===== src/rtl/compare_window_tracker_if.sv =====
// Bundle of the sample stream, window control and result/status signals of
// compare_window_tracker; master drives stimulus, slave is the tracker.
interface compare_window_tracker_if #(
    parameter int BIT  = 4,
    parameter int CNTW = 8
);
    // Handshake: a sample transfers at a rising edge where in_valid && in_ready;
    // in_ready depends only on tracker state, never on in_valid, and res_valid
    // is a one-cycle pulse with no back-pressure.
    logic            start;
    logic [BIT-1:0]  threshold;
    logic [CNTW-1:0] win_len;
    logic            in_valid;
    logic [BIT-1:0]  in_data;
    logic            in_ready;
    logic            res_valid;
    logic            gt;
    logic            eq;
    logic            ls;
    logic [CNTW-1:0] cnt_gt;
    logic [CNTW-1:0] cnt_eq;
    logic [CNTW-1:0] cnt_ls;
    logic [BIT-1:0]  max_val;
    logic [BIT-1:0]  min_val;
    logic            busy;
    logic            done;
    logic [1:0]      dbg_state;

    modport master (
        output start, threshold, win_len, in_valid, in_data,
        input  in_ready, res_valid, gt, eq, ls, cnt_gt, cnt_eq, cnt_ls,
               max_val, min_val, busy, done, dbg_state
    );

    modport slave (
        input  start, threshold, win_len, in_valid, in_data,
        output in_ready, res_valid, gt, eq, ls, cnt_gt, cnt_eq, cnt_ls,
               max_val, min_val, busy, done, dbg_state
    );
endinterface


===== src/rtl/compare_window_tracker.sv =====
// Compares a window of win_len accepted samples against a latched threshold,
// counting gt/eq/ls events and tracking the running max/min of the window.
module compare_window_tracker #(
    parameter int BIT  = 4,
    parameter int CNTW = 8
) (
    input  logic                      clk,
    input  logic                      rst_n,
    compare_window_tracker_if.slave   bus
);
    typedef enum logic [1:0] {
        IDLE = 2'd0,
        RUN  = 2'd1,
        DONE = 2'd2
    } state_t;

    state_t          state;
    logic [BIT-1:0]  threshold_q;
    logic [CNTW-1:0] win_len_q;
    logic [CNTW-1:0] sample_cnt;
    logic            in_ready_r;
    logic            res_valid_r;
    logic            gt_r;
    logic            eq_r;
    logic            ls_r;
    logic [CNTW-1:0] cnt_gt_r;
    logic [CNTW-1:0] cnt_eq_r;
    logic [CNTW-1:0] cnt_ls_r;
    logic [BIT-1:0]  max_r;
    logic [BIT-1:0]  min_r;
    logic            busy_r;
    logic            done_r;
    logic            accept;

    assign accept = bus.in_valid && in_ready_r;

    always_ff @(posedge clk or negedge rst_n) begin
        if (!rst_n) begin
            state       <= IDLE;
            threshold_q <= '0;
            win_len_q   <= '0;
            sample_cnt  <= '0;
            in_ready_r  <= 1'b0;
            res_valid_r <= 1'b0;
            gt_r        <= 1'b0;
            eq_r        <= 1'b0;
            ls_r        <= 1'b0;
            cnt_gt_r    <= '0;
            cnt_eq_r    <= '0;
            cnt_ls_r    <= '0;
            max_r       <= '0;
            min_r       <= '1;
            busy_r      <= 1'b0;
            done_r      <= 1'b0;
        end else begin
            // Result flags are pulses: cleared every cycle unless a sample lands.
            res_valid_r <= 1'b0;
            gt_r        <= 1'b0;
            eq_r        <= 1'b0;
            ls_r        <= 1'b0;
            done_r      <= 1'b0;
            case (state)
                IDLE: begin
                    if (bus.start) begin
                        threshold_q <= bus.threshold;
                        win_len_q   <= bus.win_len;
                        sample_cnt  <= '0;
                        cnt_gt_r    <= '0;
                        cnt_eq_r    <= '0;
                        cnt_ls_r    <= '0;
                        max_r       <= '0;
                        min_r       <= '1;
                        busy_r      <= 1'b1;
                        if (bus.win_len == '0) begin
                            state  <= DONE;
                            done_r <= 1'b1;
                        end else begin
                            state      <= RUN;
                            in_ready_r <= 1'b1;
                        end
                    end
                end
                RUN: begin
                    if (accept) begin
                        res_valid_r <= 1'b1;
                        sample_cnt  <= sample_cnt + CNTW'(1);
                        if (bus.in_data > threshold_q) begin
                            gt_r     <= 1'b1;
                            cnt_gt_r <= cnt_gt_r + CNTW'(1);
                        end else if (bus.in_data == threshold_q) begin
                            eq_r     <= 1'b1;
                            cnt_eq_r <= cnt_eq_r + CNTW'(1);
                        end else begin
                            ls_r     <= 1'b1;
                            cnt_ls_r <= cnt_ls_r + CNTW'(1);
                        end
                        if (bus.in_data > max_r) max_r <= bus.in_data;
                        if (bus.in_data < min_r) min_r <= bus.in_data;
                        // win_len_q is non-zero here, so the subtraction cannot wrap.
                        if (sample_cnt == win_len_q - CNTW'(1)) begin
                            state      <= DONE;
                            done_r     <= 1'b1;
                            in_ready_r <= 1'b0;
                        end
                    end
                end
                DONE: begin
                    state  <= IDLE;
                    busy_r <= 1'b0;
                end
                default: begin
                    state      <= IDLE;
                    in_ready_r <= 1'b0;
                    busy_r     <= 1'b0;
                end
            endcase
        end
    end

    assign bus.in_ready  = in_ready_r;
    assign bus.res_valid = res_valid_r;
    assign bus.gt        = gt_r;
    assign bus.eq        = eq_r;
    assign bus.ls        = ls_r;
    assign bus.cnt_gt    = cnt_gt_r;
    assign bus.cnt_eq    = cnt_eq_r;
    assign bus.cnt_ls    = cnt_ls_r;
    assign bus.max_val   = max_r;
    assign bus.min_val   = min_r;
    assign bus.busy      = busy_r;
    assign bus.done      = done_r;
    assign bus.dbg_state = state;
endmodule

===== src/flat_wrapper.sv =====
// flat-port wrapper written by rule: the top's interface ports become plain ports
module compare_window_tracker_flat 
#(
    parameter int BIT  = 4,
    parameter int CNTW = 8
)
  (clk, rst_n, bus_start, bus_threshold, bus_win_len, bus_in_valid, bus_in_data, bus_in_ready, bus_res_valid, bus_gt, bus_eq, bus_ls, bus_cnt_gt, bus_cnt_eq, bus_cnt_ls, bus_max_val, bus_min_val, bus_busy, bus_done, bus_dbg_state);
  compare_window_tracker_if #(.BIT(BIT), .CNTW(CNTW)) bus_i ();
  input  logic clk;
  input  logic rst_n;
  input wire logic [$bits(bus_i.start)-1:0] bus_start;
  input wire logic [$bits(bus_i.threshold)-1:0] bus_threshold;
  input wire logic [$bits(bus_i.win_len)-1:0] bus_win_len;
  input wire logic [$bits(bus_i.in_valid)-1:0] bus_in_valid;
  input wire logic [$bits(bus_i.in_data)-1:0] bus_in_data;
  output wire logic [$bits(bus_i.in_ready)-1:0] bus_in_ready;
  output wire logic [$bits(bus_i.res_valid)-1:0] bus_res_valid;
  output wire logic [$bits(bus_i.gt)-1:0] bus_gt;
  output wire logic [$bits(bus_i.eq)-1:0] bus_eq;
  output wire logic [$bits(bus_i.ls)-1:0] bus_ls;
  output wire logic [$bits(bus_i.cnt_gt)-1:0] bus_cnt_gt;
  output wire logic [$bits(bus_i.cnt_eq)-1:0] bus_cnt_eq;
  output wire logic [$bits(bus_i.cnt_ls)-1:0] bus_cnt_ls;
  output wire logic [$bits(bus_i.max_val)-1:0] bus_max_val;
  output wire logic [$bits(bus_i.min_val)-1:0] bus_min_val;
  output wire logic [$bits(bus_i.busy)-1:0] bus_busy;
  output wire logic [$bits(bus_i.done)-1:0] bus_done;
  output wire logic [$bits(bus_i.dbg_state)-1:0] bus_dbg_state;
  assign bus_i.start = bus_start;
  assign bus_i.threshold = bus_threshold;
  assign bus_i.win_len = bus_win_len;
  assign bus_i.in_valid = bus_in_valid;
  assign bus_i.in_data = bus_in_data;
  assign bus_in_ready = bus_i.in_ready;
  assign bus_res_valid = bus_i.res_valid;
  assign bus_gt = bus_i.gt;
  assign bus_eq = bus_i.eq;
  assign bus_ls = bus_i.ls;
  assign bus_cnt_gt = bus_i.cnt_gt;
  assign bus_cnt_eq = bus_i.cnt_eq;
  assign bus_cnt_ls = bus_i.cnt_ls;
  assign bus_max_val = bus_i.max_val;
  assign bus_min_val = bus_i.min_val;
  assign bus_busy = bus_i.busy;
  assign bus_done = bus_i.done;
  assign bus_dbg_state = bus_i.dbg_state;
  compare_window_tracker #(.BIT(BIT), .CNTW(CNTW)) u_core (.clk(clk), .rst_n(rst_n), .bus(bus_i));
endmodule

===== config.mk =====
export PLATFORM = sky130hd
export DESIGN_NAME = compare_window_tracker_flat
export DESIGN_NICKNAME = d
export VERILOG_FILES = /design/src/rtl/compare_window_tracker_if.sv /design/src/rtl/compare_window_tracker.sv /design/src/flat_wrapper.sv
export SDC_FILE = /design/constraint.sdc
export NUM_CORES = 1
export LEC_CHECK = 0
export BUFFER_PORTS_ARGS = -buffer_cell sky130_fd_sc_hd__buf_4
export CAP_MARGIN = 20
export CORE_AREA = 2 2 86 88
export DETAILED_ROUTE_END_ITERATION = 16
export DIE_AREA = 0 0 88 90
export PLACE_DENSITY_LB_ADDON = 0.3
export SYNTH_ARGS = -nofsm -noshare
export SYNTH_HDL_FRONTEND = slang
export SYNTH_SLANG_ARGS = --single-unit

===== constraint.sdc =====
create_clock -name clk -period 1.8 [get_ports clk]
set_input_delay 0.27 -clock clk [delete_from_list [all_inputs] [get_ports clk]]
set_output_delay 0.27 -clock clk [all_outputs]
set_load 0.1 [all_outputs]

==> flow_summary.json, run 1 <==
{
  "numPortBuffers": 60,
  "outcome": "finished, violations left",
  "die_w_um": 88,
  "finalPower_mw": 9.09,
  "crit_path_end_kind": "flop",
  "finalHoldViolCount": 0,
  "crit_end": "u_core.bus.in_ready$_DFFE_PN0P_",
  "synth_edf_count": 0,
  "failed_checks": "setup timing",
  "post-place-cells": 522,
  "worst-path-max-fanout": 4,
  "cts.clk_slew.worst_paths_ns": 0.07,
  "cp_slowest_cell": "or4_4",
  "synth-main-ff-cell": "dfrtp_1",
  "ios": 61,
  "yosys_warnings": 0,
  "overflow": 0,
  "synth_area_um2": 3210,
  "setup_viol": 22,
  "ant_nets": 0,
  "grt_pass1_vias": 2926,
  "met2_usage": 0.393,
  "hpwl_um": 5770,
  "grt_util_met1": 0.278,
  "grt_pass1_wl_um": 14100,
  "antenna_found_initial": 0,
  "drt-initial-drc-count": 174,
  "cts.sink_count": 61,
  "maxSlewViolCount": 0,
  "fmax_ghz": 0.514,
  "cts_made_buffers": 9,
  "worstSkewPairLatency_ns": 0.33,
  "stdcell_count": 552,
  "wirelength_um": 8500,
  "path_cells": "or4_4 -> nor2_4 -> nand4b_1 -> and3_1 -> a2111o_1 -> a31o_1",
  "peakVddDrop_v": 0.00118,
  "dieArea_um2": 7920,
  "grt_max_degree": 32,
  "syn-num-nets": 364,
  "setup.worst_path.start_class": "flop",
  "worst_slack_ns": -0.144,
  "core_um2": 7020,
  "dr.pass1.iters": 4,
  "wl_per_cell_um": 15.4,
  "startpoint": "u_core.win_len_q[1]$_DFFE_PN0P_",
  "dpl_cell_area_um2": 4220,
  "min_period_ns": 1.94,
  "htreeDepth": 3,
  "areaGrowthSynthToFinish_pct": 48.9,
  "hold_class": "primary input to flop",
  "critPathMaxStageDelay_ns": 0.55,
  "finalSetupTns_ns": -1.28,
  "rsz0062_at_grt": "yes",
  "tightestPinTransition_ns": 0.435,
  "arrival_ns": 2.16,
  "place_congestion": 0.855,
  "num_vias": 2861,
  "track_usage": 0.228,
  "cts_tree": "built",
  "start_util": 0.457,
  "rrSetupSlack_ns": -0.14,
  "powerDensity_nw_per_um2": 1900,
  "relSlewSlack": 0.710,
  "die_h_um": 90,
  "clock_skew_ns": 0.00454,
  "synth.distinct_cells": 54,
  "hold_ws_ns": 0.135,
  "drive_gt1_frac": 0.446,
  "ys_seq_area_frac": 0.477,
  "routed_via_density": 5.18,
  "r2r_start": "u_core.win_len_q[1]$_DFFE_PN0P_",
  "synthArstFlopShare": 1.00,
  "leakage_nw": 2.20,
  "reg2reg_to": "u_core.bus.in_ready$_DFFE_PN0P_",
  "grt.busiest_layer": "met2",
  "ys_seq_elements": 61,
  "worstRegToRegCells": 6,
  "drcViolationCount": 0,
  "root_buffer": "clkbuf_8",
  "syn_inst": 328,
  "crit_type": "flop to flop",
  "drv_cap": 0,
  "diodes": 0,
  "crit_required_ns": 2.02,
  "grt_use_met3": 0.0358,
  "num_rows": 31,
  "finalNetCount": 485,
  "fin_crit_sh": 1.08,
  "place_ws_ns": -0.150,
  "avgSynthCellArea_um2": 9.78,
  "fin_area_um2": 4780,
  "final_util": 0.681,
  "clockBufferDepth": 2
}
[cells in the final DEF (no fill, tap or decap), drive strengths merged, types with 2 or more instances in the layout]
master / n
dfstp: 4
nor3: 5
a22o: 4
inv: 18
xor2: 15
nor2: 36
nand4: 11
buf: 116
nand4b: 2
clkbuf: 14
and3: 3
xnor2: 13
o21a: 6
and2: 3
or3: 2
nor4: 6
nand2: 53
nand3: 10
o22ai: 2
a31o: 2
a21oi: 5
and4: 3
o21ai: 19
dfrtp: 57
mux2i: 9
ha: 16
nor2b: 2
[critical path: cells and delay by family (launching register included)]
kind,cells,cell delay (ns)
and+or+nand+nor,4,0.91
AOI/OAI and AO/OA,2,0.55
DFF,1,0.38
[registers in the layout, summed over array words and instances (netlist names), 2 cells and up]
name                  cells
u_core.win_len_q          8
u_core.threshold_q        4
u_core.bus.dbg_state      2
u_core.bus.cnt_gt         8
u_core.bus.min_val        4
u_core.bus.cnt_eq         8
u_core.sample_cnt         8
u_core.bus.max_val        4
u_core.bus.cnt_ls         8
[where the power goes]
part / switching, mW / internal, mW / leakage (nW) / total [mW]
Sequential: 0.469 / 1.88 / 0.756 / 2.35
Clock: 0.514 / 0.748 / 0.103 / 1.26
Combinational: 3.52 / 1.95 / 1.34 / 5.48
Total: 4.51 / 4.58 / 2.20 / 9.09
[Yosys cell counts, types with 2 or more instances]
library cell  instances  share of area
clkbuf_1              6         0.0070
and2_1                2         0.0039
and4_1                3         0.0082
dfrtp_1              57           0.44
o21ai_0               4         0.0062
dfstp_2               4          0.033
nor4_1                6          0.012
a21oi_1               4         0.0062
nand3_1              10          0.016
inv_1                17          0.020
xnor2_1              13          0.035
nor2_1               35          0.041
a22o_1                4          0.011
ha_1                 16          0.062
o21ai_1              15          0.023
and3_1                3         0.0058
or3_1                 2         0.0039
mux2i_1               9          0.028
nor2b_1               2         0.0039
xor2_1               15          0.041
nor3_1                4         0.0062
o21a_1                5          0.012
nand4_1              10          0.019
o22ai_1               2         0.0039
nand2_1              51          0.060
[how the worst min path moves through the flow]
| stage | start | to | slack, ns | cells after the start |
|---|---|---|---|---|
| 3_5_place_dp | rst_n | u_core.bus.gt$_DFF_PN0_ | 0.24 | 1 |
| 5_1_grt | bus_threshold[0] | u_core.threshold_q[0]$_DFFE_PN0P_ | 0.14 | 3 |
| 6_report | bus_threshold[0] | u_core.threshold_q[0]$_DFFE_PN0P_ | 0.13 | 3 |
| 2_1_floorplan | rst_n | u_core.bus.busy$_DFFE_PN0P_ | -0.03 | 0 |
| 4_1_cts | bus_threshold[0] | u_core.threshold_q[0]$_DFFE_PN0P_ | 0.13 | 3 |
| 3_3_place_gp | rst_n | u_core.bus.max_val[1]$_DFFE_PN0P_ | 0.24 | 1 |
[metal layers]
layer  vias up  routed length [um]
met2        85                4370
met5         -                   0
li1       1387                   -
met3        24                 438
met4         0                 221
met1      1365                3480
[logic make-up (layout without fill, tap and decap cells)]
family / count (synthesis) / in the layout / share of synthesized area
AO/OA/AOI/OAI: 46 / 47 / 0.0983
XOR/XNOR: 28 / 28 / 0.0764
adder cells (fa/ha/maj): 16 / 16 / 0.0624
buffers and inverters: 26 / 150 / 0.0320
flip-flops: 61 / 61 / 0.477
multiplexers: 9 / 9 / 0.0281
AND/OR/NAND/NOR: 142 / 142 / 0.226
[timing repair]
action,CTS,global route
hold buffers,1,0
cloned,1,0
hold endpoints to repair,25,0
gates resized for setup,30,15
setup endpoints to repair,33,35
pin swaps,29,16
buffers inserted,9,5
[layout make-up]
cell class	count	area [um^2]
clock buffer	14	173
inverter	18	72.6
sequential	61	1570
timing repair buffer	117	932
tap	99	124
clock inverter	1	30.0
fill	495	2240
multi-input combinational	242	1880
Note: power is estimated with default switching activity, not from simulation.
==> run 2: changes to the inputs <==
--- a/config.mk
+++ b/config.mk
@@ -5,11 +5,12 @@
 export SDC_FILE = /design/constraint.sdc
 export NUM_CORES = 1
 export LEC_CHECK = 0
+export ABC_AREA = 1
 export BUFFER_PORTS_ARGS = -buffer_cell sky130_fd_sc_hd__buf_4
 export CAP_MARGIN = 20
-export CORE_AREA = 2 2 86 88
+export CORE_AREA = 2 2 87 89
 export DETAILED_ROUTE_END_ITERATION = 16
-export DIE_AREA = 0 0 88 90
+export DIE_AREA = 0 0 89 91
 export PLACE_DENSITY_LB_ADDON = 0.3
 export SYNTH_ARGS = -nofsm -noshare
 export SYNTH_HDL_FRONTEND = slang
==> flow_summary.json, run 2 <==
{
  "finalSetupTns_ns": 0,
  "avgSynthCellArea_um2": 8.07,
  "wirelength_um": 7740,
  "grt_max_degree": 54,
  "wl_per_cell_um": 13.0,
  "routed_via_density": 4.92,
  "hpwl_um": 5570,
  "start_util": 0.459,
  "finalHoldViolCount": 47,
  "outcome": "finished, violations left",
  "fin_crit_sh": 0.988,
  "synth-main-ff-cell": "dfrtp_1",
  "yosys-top-cells-area": "dfrtp_1, nand2_1, ha_1, inv_1, nor2_1",
  "grt_pass1_vias": 2804,
  "met2_usage": 0.300,
  "synth.distinct_cells": 32,
  "syn_inst": 406,
  "final_common_cell": "nand2_1",
  "cts_tree": "built",
  "worst-path-max-fanout": 4,
  "ys_seq_area_frac": 0.468,
  "track_usage": 0.199,
  "core_um2": 7140,
  "place_congestion": 0.844,
  "synth_edf_count": 0,
  "arrival_ns": 2.04,
  "die_w_um": 89,
  "num_vias": 2935,
  "synth_top_area_cell": "dfrtp_1",
  "grt_use_met3": 0.0618,
  "worstSkewPairLatency_ns": 0.33,
  "cts.sink_count": 61,
  "powerDensity_nw_per_um2": 1720,
  "overflow": 0,
  "peakVddDrop_v": 0.00116,
  "diodes": 0,
  "fmax_ghz": 0.563,
  "crit_required_ns": 2.07,
  "synthTopCellsByCount": "nand2_1, dfrtp_1, inv_1, nor2_1, o21ai_0",
  "final_cell_mix": "nand2_1, buf_4, inv_1",
  "ios": 61,
  "worst_slack_ns": 0.0225,
  "failed_checks": "hold timing",
  "ant_nets": 0,
  "rsz0062_at_grt": "yes",
  "syn-num-nets": 442,
  "yosysTopAreaCellShare": 0.435,
  "antenna_found_initial": 0,
  "leakage_nw": 2.17,
  "crit_path_end_kind": "flop",
  "crit_type": "flop to flop",
  "cts.clk_slew.worst_paths_ns": 0.07,
  "cts_made_buffers": 9,
  "maxSlewViolCount": 0,
  "drcViolationCount": 0,
  "htreeDepth": 3,
  "numPortBuffers": 60,
  "hold_ws_ns": -0.0350,
  "grt_pass1_wl_um": 12700,
  "min_period_ns": 1.78,
  "root_buffer": "clkbuf_8",
  "setup.worst_path.start_class": "flop",
  "relSlewSlack": 0.550,
  "place_ws_ns": -0.0228,
  "clock_skew_ns": 0.00573,
  "finalNetCount": 528,
  "ys_seq_elements": 61,
  "drv_cap": 0,
  "dr.pass1.iters": 4,
  "clockBufferDepth": 2,
  "areaGrowthSynthToFinish_pct": 33.5,
  "drive_gt1_frac": 0.324,
  "post-synth-top-count-cell": "nand2_1",
  "synth_area_um2": 3280,
  "dieArea_um2": 8100,
  "die_h_um": 91,
  "drt-initial-drc-count": 101,
  "tightestPinTransition_ns": 0.675,
  "num_rows": 31,
  "grt.busiest_layer": "met2",
  "yosys_warnings": 0,
  "synthArstFlopShare": 1.00,
  "grt_util_met1": 0.278,
  "setup_viol": 0,
  "hold_class": "primary input to asynchronous set/reset pin"
}
[run 2: cell types whose count changed in the layout (fill, tap and decap cells not counted), sizes merged, moves of 5 or more]
cell,change
nand2,+50
inv,+35
buf,-34
a21oi,+15
nand3,+14
o21ai,+11
xnor2,-11
nor2,+10
mux2i,-9
nor3,+9
xor2,-7
o21a,-6
nand4,-5
nor4,-5
[run 2: path summary, 6_finish.rpt]
path	to	depth (start not counted)	startpoint	slack [ns]
min in group clk	u_core.win_len_q[2]$_DFFE_PN0P_	3	bus_win_len[2]	0.14
hold / removal	u_core.bus.cnt_gt[4]$_DFFE_PN0P_	1	rst_n	-0.04
setup / recovery	u_core.bus.cnt_eq[7]$_DFFE_PN0P_	9	u_core.threshold_q[0]$_DFFE_PN0P_	0.02
hold reg to reg	u_core.bus.busy$_DFFE_PN0P_	2	u_core.bus.busy$_DFFE_PN0P_	0.49
setup reg to reg	u_core.bus.cnt_eq[7]$_DFFE_PN0P_	9	u_core.threshold_q[0]$_DFFE_PN0P_	0.02
max in group asynchronous	u_core.sample_cnt[6]$_DFFE_PN0P_	2	rst_n	1.27
[run 2: cells by family (layout without fill, tap and decap cells)]
family	count (synthesis)	in the layout	synth area share
compound gates	59	59	0.0989
fa+ha+maj	16	16	0.0611
xor+xnor	10	10	0.0267
flops	61	61	0.468
simple gates	199	199	0.274
buf+inv	61	152	0.0718
[run 2: critical path: stages, from the launching register on]
cell and delay (ns):
dfrtp_1 0.40, ha_1 0.28, nand4_1 0.20, nand2_2 0.15, nand2_4 0.08, nor3_4 0.22, nand3_2 0.10, o21bai_1 0.14
nand2_1 0.06, nor2_1 0.09
[run 2: layout make-up]
cell class	instances	area [um^2]
fill	637	2770
multi-input combinational	284	1650
sequential	61	1570
timing repair buffer	82	632
inverter	54	210
clock buffer	15	186
tap	99	124
clock inverter	1	5.00
[run 2: per-stage QoR]
stage	cells	utilization	area [um^2]	hold slack, ns	total power, mW
CTS	592	0.589	4210	0.000592	7.28
floorplan	406	-	3320	-0.0256	5.10
global route	596	0.613	4370	0.0303	8.02
finish	596	0.613	4370	-0.0350	7.50
global placement	576	0.562	4010	0.358	6.03
detailed placement	576	0.562	4010	0.359	6.10
[run 2: report_power, final]
group	switching (mW)	internal (mW)	total (mW)	leakage, nW
combinational	3.03	1.16	4.19	1.30
sequential	0.318	1.83	2.15	0.779
clock	0.517	0.650	1.17	0.0997
[run 2: what timing repair did]
action	CTS	global route
hold buffers	0	0
buffers inserted	0	4
resized for setup	0	33
setup endpoints to repair	0	26
[run 2: layer usage]
layer | routed length [um] | up-vias
met5 | 0 | -
met4 | 100 | 0
met3 | 466 | 10
met2 | 3670 | 57
met1 | 3510 | 1388
li1 | - | 1480
